File: src/rtl/alu_pkg.sv
// Shared definitions for the ALU result path.
// Contents: FSM state encoding for the result pipe, default datapath
// dimensions, and the functional-unit source index assignments.
package alu_pkg;

    typedef enum logic {
        S_IDLE = 1'b0,
        S_WAIT = 1'b1
    } state_t;

    localparam int ALU_WIDTH = 32;
    localparam int ALU_NSRC  = 8;

    localparam int SRC_ADD   = 0;
    localparam int SRC_SUB   = 1;
    localparam int SRC_AND   = 2;
    localparam int SRC_OR    = 3;
    localparam int SRC_XOR   = 4;
    localparam int SRC_CMP   = 5;
    localparam int SRC_SHIFT = 6;
    localparam int SRC_RSVD  = 7;

endpackage

File: src/rtl/fifo2_sync.sv
// Two-entry synchronous FIFO with registered head.
// Ports:
//   clk, rst_n : clock, synchronous active-low reset
//   push, din  : write request and data
//   pop        : read request (ignored while empty)
//   head       : oldest entry; holds its last value once the FIFO drains
//   count      : number of stored entries (0..2)
module fifo2_sync #(
    parameter int WIDTH = 8
) (
    input  logic             clk,
    input  logic             rst_n,
    input  logic             push,
    input  logic             pop,
    input  logic [WIDTH-1:0] din,
    output logic [WIDTH-1:0] head,
    output logic [1:0]       count
);

    logic [WIDTH-1:0] r_head;
    logic [WIDTH-1:0] r_tail;
    logic [1:0]       r_count;
    logic             w_pop;
    logic             w_push;

    assign w_pop  = pop && (r_count != 2'd0);
    assign w_push = push && ((r_count != 2'd2) || w_pop);

    // Shift-style storage: head is always slot 0, so an empty FIFO keeps
    // presenting the most recently popped entry.
    always_ff @(posedge clk) begin
        if (!rst_n) begin
            r_head  <= '0;
            r_tail  <= '0;
            r_count <= '0;
        end else begin
            case ({w_push, w_pop})
                2'b10: begin
                    if (r_count == 2'd0) r_head <= din;
                    else                 r_tail <= din;
                    r_count <= r_count + 2'd1;
                end
                2'b01: begin
                    if (r_count == 2'd2) r_head <= r_tail;
                    r_count <= r_count - 2'd1;
                end
                2'b11: begin
                    if (r_count == 2'd2) begin
                        r_head <= r_tail;
                        r_tail <= din;
                    end else begin
                        r_head <= din;
                    end
                end
                default: ;
            endcase
        end
    end

    assign head  = r_head;
    assign count = r_count;

endmodule

File: src/rtl/alu_result_pipe.sv
// ALU result select with multi-cycle source wait and 2-entry output buffer.
// Ports:
//   clk, rst_n          : clock, synchronous active-low reset
//   in_data             : flattened source results, source k at [k*WIDTH +: WIDTH]
//   src_ok              : per-source done flags
//   in_sel/in_valid     : request source index / valid
//   in_ready            : request accepted when in_valid && in_ready
//   out_data/out_sel    : head result and its source index
//   out_err             : head is a timeout or illegal-select error (data 0)
//   out_valid/out_ready : output handshake
module alu_result_pipe
    import alu_pkg::*;
#(
    parameter int WIDTH    = ALU_WIDTH,
    parameter int NSRC     = ALU_NSRC,
    parameter int SELW     = (NSRC > 1) ? $clog2(NSRC) : 1,
    parameter int WAIT_MAX = 15
) (
    input  logic                  clk,
    input  logic                  rst_n,
    input  logic [NSRC*WIDTH-1:0] in_data,
    input  logic [NSRC-1:0]       src_ok,
    input  logic [SELW-1:0]       in_sel,
    input  logic                  in_valid,
    output logic                  in_ready,
    output logic [WIDTH-1:0]      out_data,
    output logic [SELW-1:0]       out_sel,
    output logic                  out_err,
    output logic                  out_valid,
    input  logic                  out_ready
);

    localparam int WCW = (WAIT_MAX > 0) ? $clog2(WAIT_MAX + 1) : 1;
    localparam int FW  = WIDTH + SELW + 1;

    state_t           r_state;
    state_t           w_state_nxt;
    logic [WCW-1:0]   r_wait_cnt;
    logic [WCW-1:0]   w_wait_cnt_nxt;
    logic [SELW-1:0]  r_pend_sel;
    logic [SELW-1:0]  w_pend_sel_nxt;

    logic             w_push;
    logic [FW-1:0]    w_push_word;
    logic [FW-1:0]    w_head;
    logic [1:0]       w_count;
    logic             w_accept;
    logic             w_pop;

    logic             w_req_hit;
    logic             w_req_ok;
    logic [WIDTH-1:0] w_req_data;
    logic             w_pend_ok;
    logic [WIDTH-1:0] w_pend_data;

    // Select extraction; a request index with no matching source is illegal.
    always_comb begin
        w_req_hit   = 1'b0;
        w_req_ok    = 1'b0;
        w_req_data  = '0;
        w_pend_ok   = 1'b0;
        w_pend_data = '0;
        for (int unsigned k = 0; k < NSRC; k++) begin
            if (in_sel == SELW'(k)) begin
                w_req_hit  = 1'b1;
                w_req_ok   = src_ok[k];
                w_req_data = in_data[k*WIDTH +: WIDTH];
            end
            if (r_pend_sel == SELW'(k)) begin
                w_pend_ok   = src_ok[k];
                w_pend_data = in_data[k*WIDTH +: WIDTH];
            end
        end
    end

    assign in_ready  = (r_state == S_IDLE) && (w_count != 2'd2);
    assign w_accept  = in_valid && in_ready;
    assign out_valid = (w_count != 2'd0);
    assign w_pop     = out_valid && out_ready;

    always_ff @(posedge clk) begin
        if (!rst_n) begin
            r_state    <= S_IDLE;
            r_wait_cnt <= '0;
            r_pend_sel <= '0;
        end else begin
            r_state    <= w_state_nxt;
            r_wait_cnt <= w_wait_cnt_nxt;
            r_pend_sel <= w_pend_sel_nxt;
        end
    end

    always_comb begin
        w_state_nxt    = r_state;
        w_wait_cnt_nxt = r_wait_cnt;
        w_pend_sel_nxt = r_pend_sel;
        w_push         = 1'b0;
        w_push_word    = '0;
        case (r_state)
            S_IDLE: begin
                if (w_accept) begin
                    if (!w_req_hit) begin
                        w_push      = 1'b1;
                        w_push_word = {1'b1, in_sel, WIDTH'(0)};
                    end else if (w_req_ok) begin
                        w_push      = 1'b1;
                        w_push_word = {1'b0, in_sel, w_req_data};
                    end else begin
                        w_pend_sel_nxt = in_sel;
                        w_wait_cnt_nxt = '0;
                        w_state_nxt    = S_WAIT;
                    end
                end
            end
            S_WAIT: begin
                // Space is guaranteed: entry required count<2 and nothing
                // else pushes while waiting.
                if (w_pend_ok) begin
                    w_push         = 1'b1;
                    w_push_word    = {1'b0, r_pend_sel, w_pend_data};
                    w_wait_cnt_nxt = '0;
                    w_state_nxt    = S_IDLE;
                end else if (r_wait_cnt == WCW'(WAIT_MAX)) begin
                    w_push         = 1'b1;
                    w_push_word    = {1'b1, r_pend_sel, WIDTH'(0)};
                    w_wait_cnt_nxt = '0;
                    w_state_nxt    = S_IDLE;
                end else begin
                    w_wait_cnt_nxt = r_wait_cnt + 1'b1;
                end
            end
            default: w_state_nxt = S_IDLE;
        endcase
    end

    fifo2_sync #(
        .WIDTH(FW)
    ) u_fifo (
        .clk   (clk),
        .rst_n (rst_n),
        .push  (w_push),
        .pop   (w_pop),
        .din   (w_push_word),
        .head  (w_head),
        .count (w_count)
    );

    assign out_err  = w_head[FW-1];
    assign out_sel  = w_head[WIDTH +: SELW];
    assign out_data = w_head[WIDTH-1:0];

endmodule

File: config.mk
export PLATFORM = sky130hd
export DESIGN_NAME = alu_result_pipe
export DESIGN_NICKNAME = d
export VERILOG_FILES = /design/src/rtl/alu_pkg.sv /design/src/rtl/fifo2_sync.sv /design/src/rtl/alu_result_pipe.sv
export SDC_FILE = /design/constraint.sdc
export NUM_CORES = 1
export LEC_CHECK = 0
export ABC_AREA = 1
export BUFFER_PORTS_ARGS = -buffer_cell sky130_fd_sc_hd__buf_2
export CORE_MARGIN = 3
export CORE_UTILIZATION = 45
export CTS_CLUSTER_DIAMETER = 100
export DETAILED_ROUTE_END_ITERATION = 16
export GPL_ROUTABILITY_DRIVEN = 0
export GPL_TIMING_DRIVEN = 0
export PLACE_DENSITY = 0.74
export SLEW_MARGIN = 20
export SYNTH_ARGS = -nofsm -noshare
export SYNTH_HDL_FRONTEND = slang
export SYNTH_SLANG_ARGS = --single-unit
export TNS_END_PERCENT = 50
File: constraint.sdc
create_clock -name clk -period 6 [get_ports clk]
set_input_delay 1.8 -clock clk [delete_from_list [all_inputs] [get_ports clk]]
set_output_delay 1.8 -clock clk [all_outputs]
set_load 0.02 [all_outputs]
==> run_results.csv, run 1 <==
group,metric,value,unit
cells_and_area,layout_common_cells,"555 x nand2_1, 337 x buf_2, 193 x nor2_1",
synth,synth_area,0.00882,sq mm
cts,cts_made_buffers,9,
global_route,grt_pass1_wl,62.1,mm
timing,slew_headroom,0.500,
synth,synthesis.nets,1941,
synth,ys_types,34,
timing,finalWorstSetupSlack,1.07,ns
global_route,antenna_found_initial,6,
synth,yosys_register_bits,82,
critical_path,cp-start-kind,"input port",
placement,hpwlAfterDp,33.1,mm
hold_path,worstHoldPathCells,1,
cts,cts_hold_buf,0,
timing,whs,0.479,ns
critical_path,crit_family,"buffers and inverters",
global_route,grt_usage,0.363,
cts,cts_buffer_depth,2,
synth,seq_area_frac_synth,0.186,
hold_path,worstHoldPathType,"register to register",
cts,post_cts_buffers,0,
die,fp.dieW,146,um
synth,netlist_instances,1665,
detailed_routing,postRouteAntennaNets,0,
power,power.density,293,mW/mm^2
die,start_util,0.465,
cts,cts_tree,"done",
synth,synth_top_area_frac,0.236,
critical_path,crit_path_end_kind,"register",
cells_and_area,drive_gt1_frac,0.215,
detailed_routing,drt_pre_antenna_iters,6,
timing,clock_skew,0.00927,ns
placement,postPlaceCellArea,0.0107,sq mm
synth,ys_warn_count,0,
detailed_routing,wl_per_cell,18.0,um
die,num_io_pins,309,
cts,cts-resized-gates,0,
critical_path,crit_slowest_cell,"clkinv_1",
critical_path,worstPathArrival,5.16,ns
critical_path,cp_data_required_time,6.24,ns
timing,fin_setup_tns,0,ns
timing,clock.fmax,203,MHz
cells_and_area,fin_area,0.0110,sq mm
critical_path,reg2reg_depth,20,
timing,report.final.setup_viol,0,
critical_path,crit_chain,"buf_2 -> inv_2 -> buf_2 -> nand4_1 -> nand3_1 -> nor2_1 -> nand4_1 -> nand2_1 -> o21ai_0 -> nand3b_1 -> inv_1 -> ha_1 -> inv_1 -> nor2_1 -> nand2_1 -> nand2_1 -> clkinv_1 -> clkbuf_1 -> o21bai_1 -> inv_1",
flow_run,drv_cap,0,
cts,cts-htree-levels,3,
timing,hold_viol,0,
global_route,grt_pass1_vias,11800,
outcome,status,"complete, no violations",
placement,portBuffers,306,
detailed_routing,postRouteWirelength,40.6,mm
cts,insertion_delay,0.34,ns
cts,clock_sinks,82,
timing,finalCritPeriodShare,0.821,
synth,yosys-top-cells-area,"nand2_1 24%, dfxtp_1 19%, nand3_1 8.7%",
power,p_leak,0.00586,uW
critical_path,timing.rr.start,"r_pend_sel[1]",
critical_path,critPathBufInv,8,
critical_path,r2r_slack,2.27,ns
timing,slew_violations,0,
critical_path,r2r_end,"u_fifo.head[7]",
hold_path,min_delay_worst_endpoint,"u_fifo.count[1]",
critical_path,worst-setup-path-type,"input port to register",
cells_and_area,syn2layout_area_growth,24.5,%
timing,rsz0062_at_grt,"no",
critical_path,critPathMaxStageDelay,0.37,ns
detailed_routing,drt_iter0_markers,1566,
cells_and_area,fin_nets,2258,
detailed_routing,drc,0,
synth,avgSynthCellArea,5.29,sq um
global_route,grt_overflow_total,0,
timing,fin_crit,4.93,ns
die,rows,50,
detailed_routing,viasPerCell,5.71,
cts,cts-root-buf,"clkbuf_16",
global_route,grt_max_degree,17,
power,ir_drop,0.148,mV
cells_and_area,fillCellCount,1975,
placement,place_ws,0.888,ns
die,die_h,146,um
hold_path,worst_hold_startpoint,"u_fifo.count[1]",
detailed_routing,vias,12900,
cts,path_clk_slew,0.07,ns
power,fin_total_pwr,3210,uW
synth,synth_area_leader_cell,"nand2_1",
timing,tightest_slew,0.748,ns
die,core-area,0.0190,sq mm
die,die_area,0.0213,sq mm
critical_path,path_max_fanout,10,
cells_and_area,final_common_cell,"nand2_1",
==> power by group <==
part / leakage (uW) / total, uW / switching [uW] / internal, uW
Combinational: 0.00506 / 1870 / 1280 / 590
Sequential: 0.000671 / 809 / 86.7 / 722
Clock: 0.000131 / 536 / 249 / 287
Total: 0.00586 / 3210 / 1610 / 1600
==> cell families after synthesis <==
family,share of synthesized area
compound gates,0.160
xor+xnor,0.00199
fa+ha+maj,0.00710
buf+inv,0.132
flops,0.186
simple gates,0.513
==> registers in the layout (all words and copies together) (netlist names) <==
register,flops
u_fifo.head,36
r_pend_sel,3
r_wait_cnt,4
r_state,1
u_fifo.r_tail,36
u_fifo.count,2
==> through the flow <==
step	utilization	cells
2_1_floorplan	-	1665
3_3_place_gp	0.563	2231
3_5_place_dp	0.563	2231
4_1_cts	0.578	2247
5_1_grt	0.579	2253
6_report	0.579	2253
==> area by class of cell <==
class                           instances  area (sq um)  area share
Tap cell                              260           325      0.0296
Sequential cell                        82          1640       0.150
Multi-Input combinational cell       1310          6010       0.548
Buffer                                115           564      0.0514
Clock buffer                            9           225      0.0205
Inverter                              158           596      0.0543
Clock inverter                          7          60.1     0.00547
Antenna cell                            6          15.0     0.00137
Timing Repair Buffer                  306          1530       0.140
==> metal layers <==
metal	GRT usage	vias to the layer above	wire length (um)
met1	0.465	5766	15400
met4	0.158	0	1860
met5	0	-	0
met2	0.589	919	18100
met3	0.0797	159	5220
li1	-	6022	-
==> worst max-delay path by stage <==
stage              start           endpoint  slack (ns)  cells after the start
6_report       in_sel[2]  u_fifo.r_tail[24]        1.07                     20
5_1_grt        in_sel[0]  u_fifo.r_tail[19]        0.86                     18
4_1_cts        in_sel[2]  u_fifo.r_tail[21]        1.25                     20
3_5_place_dp   in_sel[2]  u_fifo.r_tail[20]        0.89                     20
3_3_place_gp   in_sel[2]     u_fifo.head[0]        0.89                     19
2_1_floorplan  in_sel[1]  u_fifo.r_tail[10]        1.79                     18
==> worst register-to-register path, delay by kind of cell, from the launching register on <==
kind	cells	cell delay [ns]
adder cells (fa/ha/maj)	1	0.20
AND/OR/NAND/NOR	9	1.06
AO/OA/AOI/OAI	3	0.96
buffers and inverters	7	1.10
flip-flops	1	0.30
==> cell usage after synthesis <==
library cell and instances:
or2_1 1, nand2_1 555, nor2_2 2, a21oi_1 99, buf_4 15, nand2_2 3, nor3_4 2, o21ai_0 120
buf_6 5, nand4_1 90, o21bai_1 35, nor3_1 3, nand3b_1 1, inv_4 1, inv_2 10, nor2_8 1
xor2_1 1, nor2_1 193, nand3_1 154, inv_1 139, dfxtp_1 82, clkinv_1 8, clkbuf_1 62, buf_1 2
nor2_4 4, a211oi_2 1, xnor2_1 1, nor3_2 7, or2_0 2, or2_2 23, o21ai_1 6, o21a_1 1
buf_2 31, ha_1 5
No activity file was read; power rests on OpenSTA's default activity.
==> inputs of run 2 (changes only) <==
Settings changed: ABC_AREA 1 to 0, PLACE_DENSITY 0.74 to 0.77.
Clock period 6 ns to 4.1 ns, I/O delays scaled along.
==> run_results.csv, run 2 <==
group,metric,value,unit
cts,path_clk_slew,0.06,ns
synth,synth_area,0.00855,sq mm
synth,ys_types,57,
power,switching_share,0.422,
outcome,status,"complete, no violations",
timing,fin_crit,4.00,ns
synth,synthesis.nets,1222,
cells_and_area,final_common_cell,"buf_2",
global_route,grt_usage,0.339,
timing,slew_headroom,0.493,
power,p_sw,1820,uW
die,rows,49,
synth,synth-async-reset-ratio,0,
cts,cts-htree-levels,3,
power,p_leak,0.00471,uW
synth,ys.flop_type,"dfxtp_1",
synth,avgSynthCellArea,9.03,sq um
timing,report.final.setup_viol,0,
die,die_h,144,um
synth,synth_top_area_frac,0.211,
cells_and_area,fillCellCount,1560,
critical_path,crit_slowest_cell,"a211oi_4",
timing,hold_viol,0,
die,start_util,0.466,
power,ir_drop,0.311,mV
cells_and_area,post-route-util,0.603,
power,p_int,2490,uW
critical_path,worstPathArrival,4.23,ns
die,core-area,0.0183,sq mm
cts,cts-root-buf,"clkbuf_16",
synth,seq_area_frac_synth,0.192,
critical_path,cp-start-kind,"input port",
critical_path,crit_path_end_kind,"register",
global_route,grt_pass1_wl,54.0,mm
cts,insertion_delay,0.34,ns
critical_path,crit_chain,"buf_2 -> buf_6 -> mux2_2 -> o32ai_4 -> a211oi_4 -> and2_4 -> buf_6 -> o221ai_4 -> ha_4 -> mux2_2 -> o22ai_2 -> nor2b_4 -> buf_8 -> buf_12 -> nand2_1 -> o221a_2",
flow_run,drv_cap,0,
global_route,grt_overflow_total,0,
global_route,grt_pass1_vias,9758,
cells_and_area,fin_nets,1547,
synth,ys_warn_count,0,
detailed_routing,drc,0,
timing,finalWorstSetupSlack,0.0954,ns
critical_path,critPathBufInv,5,
timing,tightest_slew,0.749,ns
synth,netlist_instances,946,
critical_path,path_max_fanout,14,
detailed_routing,viasPerCell,6.63,
cells_and_area,syn2layout_area_growth,29.3,%
cells_and_area,drive_gt1_frac,0.456,
cts,cts_buffer_depth,2,
cells_and_area,fin_cells,1514,
detailed_routing,drt_iter0_markers,1188,
detailed_routing,vias,10000,
hold_path,worstHoldPathType,"register to register",
detailed_routing,postRouteAntennaNets,0,
synth,netlist_top_cells_count,"87 x nand2_1, 82 x dfxtp_1, 80 x mux4_2",
critical_path,worst-setup-path-type,"input port to register",
timing,slew_violations,0,
timing,clock.fmax,250,MHz
placement,portBuffers,306,
detailed_routing,drt_pre_antenna_iters,5,
cts,cts_tree,"done",
placement,hpwlAfterDp,29.1,mm
power,pwr-share-clk,0.172,
timing,finalCritPeriodShare,0.977,
synth,synth_area_leader_cell,"mux4_2",
cts,cts_made_buffers,9,
cts,clock_sinks,82,
synth,synth_edf_count,0,
synth,yosys-top-cells-area,"mux4_2 21%, dfxtp_1 19%, mux2i_1 6.4%",
placement,postPlaceCellArea,0.0104,sq mm
detailed_routing,postRouteWirelength,36.9,mm
placement,place_ws,-0.830,ns
global_route,antenna_found_initial,13,
die,fp.dieW,144,um
global_route,grt_max_degree,14,
die,die_area,0.0207,sq mm
power,pwr-share-seq,0.260,
cells_and_area,multi_input_area,0.00645,sq mm
critical_path,critPathMaxStageDelay,0.42,ns
placement,dp.cells,1481,
detailed_routing,wl_per_cell,24.4,um
critical_path,crit_family,"compound AO/OA/AOI/OAI gates",
power,comb_power_share,0.567,
timing,rsz0062_at_grt,"no",
cells_and_area,seq_area,0.00164,sq mm
timing,whs,0.493,ns
synth,yosysMostFrequentCell,"nand2_1",
die,num_io_pins,309,
cells_and_area,layout_common_cells,"339 x buf_2, 86 x nand2_1, 82 x dfxtp_1",
timing,clock_skew,0.00620,ns
cells_and_area,fin_area,0.0111,sq mm
power,power.density,390,mW/mm^2
critical_path,cp_data_required_time,4.33,ns
synth,yosys_register_bits,82,
run 2: cell types whose count changed after synthesis, moves of 23 or more:
| cell | previous run | this run |
|---|---|---|
| mux2i_1 | 0 | 55 |
| o21bai_1 | 35 | 1 |
| mux4_2 | 0 | 80 |
| a21oi_1 | 99 | 72 |
| nand2_1 | 555 | 87 |
| o22ai_1 | 0 | 31 |
| o2bb2ai_1 | 0 | 24 |
| nor2_1 | 193 | 49 |
| inv_1 | 139 | 31 |
| nand4_1 | 90 | 0 |
| nand2b_1 | 0 | 23 |
| nand3_1 | 154 | 32 |
| o21ai_0 | 120 | 46 |
| mux2_2 | 0 | 44 |
run 2: power by group through the flow:
stage / Sequential [uW] / Clock, uW / Combinational, uW
5_1_grt: 1130 / 775 / 2620
3_5_place_dp: 1120 / 0 / 2090
3_3_place_gp: 1120 / 0 / 2050
4_1_cts: 1110 / 747 / 2190
2_1_floorplan: 1190 / 0 / 1310
6_report: 1120 / 743 / 2450
run 2: layout make-up:
cell class,count,share of cell area
repair buffers,315,0.147
clock inverters,5,0.00283
well taps,229,0.0259
clock buffers,10,0.0216
diodes,10,0.00226
inverters,31,0.0105
plain buffers,101,0.0574
flip-flops and latches,82,0.149
multi-input cells,731,0.583
run 2: final timing paths:
kind                      start              end  slack (ns)  cells after the start
hold / removal    r_wait_cnt[2]    r_wait_cnt[2]        0.49                      1
hold reg to reg   r_wait_cnt[2]    r_wait_cnt[2]        0.49                      1
setup reg to reg  r_pend_sel[2]  u_fifo.head[19]        0.74                     14
setup / recovery      in_sel[1]  u_fifo.head[19]         0.1                     16
run 2: worst register-to-register path, cell delays in order, from the launching register on:
cell	delay (ns)
dfxtp_1	0.30
buf_2	0.21
mux2_2	0.38
a211oi_2	0.42
o311ai_1	0.31
o221ai_4	0.18
inv_2	0.10
ha_4	0.18
mux2_2	0.27
o22ai_2	0.14
nor2b_4	0.22
buf_8	0.16
buf_12	0.12
nand2_1	0.04
o221a_2	0.21
run 2: logic make-up after synthesis:
family	after synthesis	share of synthesized area
AO/OA/AOI/OAI	309	0.261
AND/OR/NAND/NOR	235	0.129
multiplexers	179	0.333
buffers and inverters	133	0.0739
flip-flops	82	0.192
adder cells (fa/ha/maj)	5	0.00732
XOR/XNOR	3	0.00307
run 2: stage by stage:
step / power, uW / TNS (ns)
after floorplan: 2500 / 0
after global placement: 3170 / -48.74
after detailed placement: 3210 / -50.62
after CTS: 4050 / -0.0203
after global routing: 4530 / 0
final: 4310 / 0
run 2: what timing repair did:
item / 4_1_cts / 5_1_grt
setup buffers: 0 / 8
resized for setup: 40 / 54
setup endpoints to repair: 71 / 71
endpoints found under the hold margin: 0 / 0
gates cloned: 0 / 1
hold buffers: 0 / 0
pin swaps: 0 / 7
run 2: metal layers:
metal  vias up  part of all wire  global-route usage
met2       816              0.48               0.573
met5         -            0.0014                   0
li1       4323                 -                   -
met1      4754              0.36               0.402
met4         8             0.053               0.177
met3       143              0.11              0.0765
==> inputs of run 3 (changes only) <==
==> constraint.sdc (replaced) <==
create_clock -name clk -period 4.1 [get_ports clk]
set_input_delay 0.615 -clock clk [delete_from_list [all_inputs] [get_ports clk]]
set_output_delay 0.615 -clock clk [all_outputs]
set_load 0.02 [all_outputs]
==> run_results.csv, run 3 (synthesized netlist as in run 2, its figures left out) <==
group,metric,value,unit
critical_path,critPathMaxStageDelay,0.36,ns
critical_path,cp-start-kind,"input port",
timing,clock.fmax,259,MHz
detailed_routing,postRouteWirelength,35.6,mm
die,start_util,0.466,
cts,insertion_delay,0.35,ns
placement,portBuffers,306,
global_route,antenna_found_initial,10,
power,p_leak,0.00456,uW
cells_and_area,final_common_cell,"buf_2",
cells_and_area,layout_common_cells,"342 x buf_2, 87 x nand2_1, 82 x dfxtp_1",
cells_and_area,syn2layout_area_growth,25.8,%
timing,finalWorstSetupSlack,0.235,ns
cells_and_area,fin_cells,1506,
flow_run,drv_cap,0,
placement,dp.cells,1481,
timing,whs,0.469,ns
cells_and_area,drive_gt1_frac,0.430,
critical_path,crit_family,"buffers and inverters",
timing,fin_setup_tns,0,ns
critical_path,crit_slowest_cell,"mux2_2",
timing,slew_violations,0,
global_route,grt_max_degree,15,
timing,finalCritPeriodShare,0.943,
detailed_routing,wl_per_cell,23.7,um
global_route,grt_pass1_wl,52.1,mm
critical_path,cp_data_required_time,4.34,ns
global_route,grt_overflow_total,0,
die,die_h,144,um
critical_path,worstPathArrival,4.10,ns
die,fp.dieW,144,um
hold_path,worstHoldPathType,"register to register",
critical_path,crit_chain,"buf_2 -> clkbuf_4 -> mux2_2 -> o32ai_2 -> a211oi_4 -> and2_1 -> buf_6 -> buf_6 -> o221ai_2 -> inv_1 -> ha_1 -> mux2_2 -> o22ai_1 -> nand2b_1 -> clkbuf_1 -> buf_1 -> a221oi_1 -> nor2_1",
cts,cts_tree,"done",
outcome,status,"complete, no violations",
cts,cts_made_buffers,9,
die,die_area,0.0207,sq mm
timing,fin_crit,3.86,ns
critical_path,path_max_fanout,10,
placement,postPlaceCellArea,0.0104,sq mm
cells_and_area,fin_nets,1539,
cts,clock_sinks,82,
timing,tightest_slew,0.856,ns
power,power.density,378,mW/mm^2
global_route,grt_usage,0.328,
timing,slew_headroom,0.422,
cells_and_area,fin_area,0.0108,sq mm
critical_path,crit_path_end_kind,"register",
placement,hpwlAfterDp,28.7,mm
detailed_routing,drt_pre_antenna_iters,6,
critical_path,worst-setup-path-type,"input port to register",
cts,cts-htree-levels,3,
timing,report.final.setup_viol,0,
cts,cts_hold_buf,0,
die,rows,49,
cts,cts-root-buf,"clkbuf_16",
detailed_routing,drt_iter0_markers,1180,
cts,path_clk_slew,0.07,ns
detailed_routing,drc,0,
cts,cts_buffer_depth,2,
die,core-area,0.0183,sq mm
timing,clock_skew,0.00787,ns
timing,hold_viol,0,
die,num_io_pins,309,
global_route,grt_pass1_vias,9346,
cells_and_area,fillCellCount,1650,
critical_path,critPathBufInv,7,
power,ir_drop,0.361,mV
detailed_routing,vias,9737,
detailed_routing,postRouteAntennaNets,0,
placement,place_ws,-0.290,ns
detailed_routing,viasPerCell,6.47,
run 3: changes by cell type in the layout (fill, tap and decap cells not counted), sizes merged:
| cell | before | now |
|---|---|---|
| diode | 10 | 9 |
| clkinvlp | 1 | 3 |
| inv | 31 | 32 |
| clkinv | 4 | 0 |
| buf | 379 | 361 |
| bufinv | 0 | 1 |
| clkbuf | 47 | 58 |
run 3: where the power goes:
part	internal [uW]	switching (uW)	leakage [uW]
clock	491	344	0.000138
combinational	855	1260	0.00375
sequential	997	121	0.000667
run 3: layer usage:
metal,global-route usage,share of wire
met1,0.395,0.37
met2,0.558,0.47
met3,0.0692,0.11
met4,0.160,0.053
met5,0,0.00095
run 3: cell type report:
class	instances	area (sq um)	area share
repair buffers	306	1530	0.142
clock buffers	11	243	0.0226
multi-input cells	731	6310	0.587
well taps	229	287	0.0267
inverters	31	116	0.0108
plain buffers	102	538	0.0500
flip-flops and latches	82	1640	0.153
clock inverters	5	61.3	0.00570
diodes	9	22.5	0.00209
run 3: worst min-delay path, delay by kind of cell, from the launching register on:
family	cells	cell delay [ns]
DFF	1	0.32
and+or+nand+nor	1	0.05
AOI/OAI and AO/OA	1	0.05
run 3: path summary, 6_finish.rpt:
path	startpoint	to	slack (ns)	depth (start not counted)
worst max-delay path	in_sel[1]	u_fifo.head[35]	0.24	18
worst min-delay path	u_fifo.r_tail[35]	u_fifo.r_tail[35]	0.47	2
worst max register to register	r_pend_sel[0]	u_fifo.head[20]	0.28	15
worst min register to register	u_fifo.r_tail[35]	u_fifo.r_tail[35]	0.47	2
run 3: timing repair:
action                     4_1_cts  5_1_grt
resized for setup                0       30
setup endpoints to repair        0       71
buffers inserted                 0        0
run 3: through the flow:
step                total power (uW)   util
CTS                             4010  0.582
floorplan                       2480      -
global route                    4290  0.586
finish                          4070  0.586
global placement                3140  0.565
detailed placement              3180  0.565
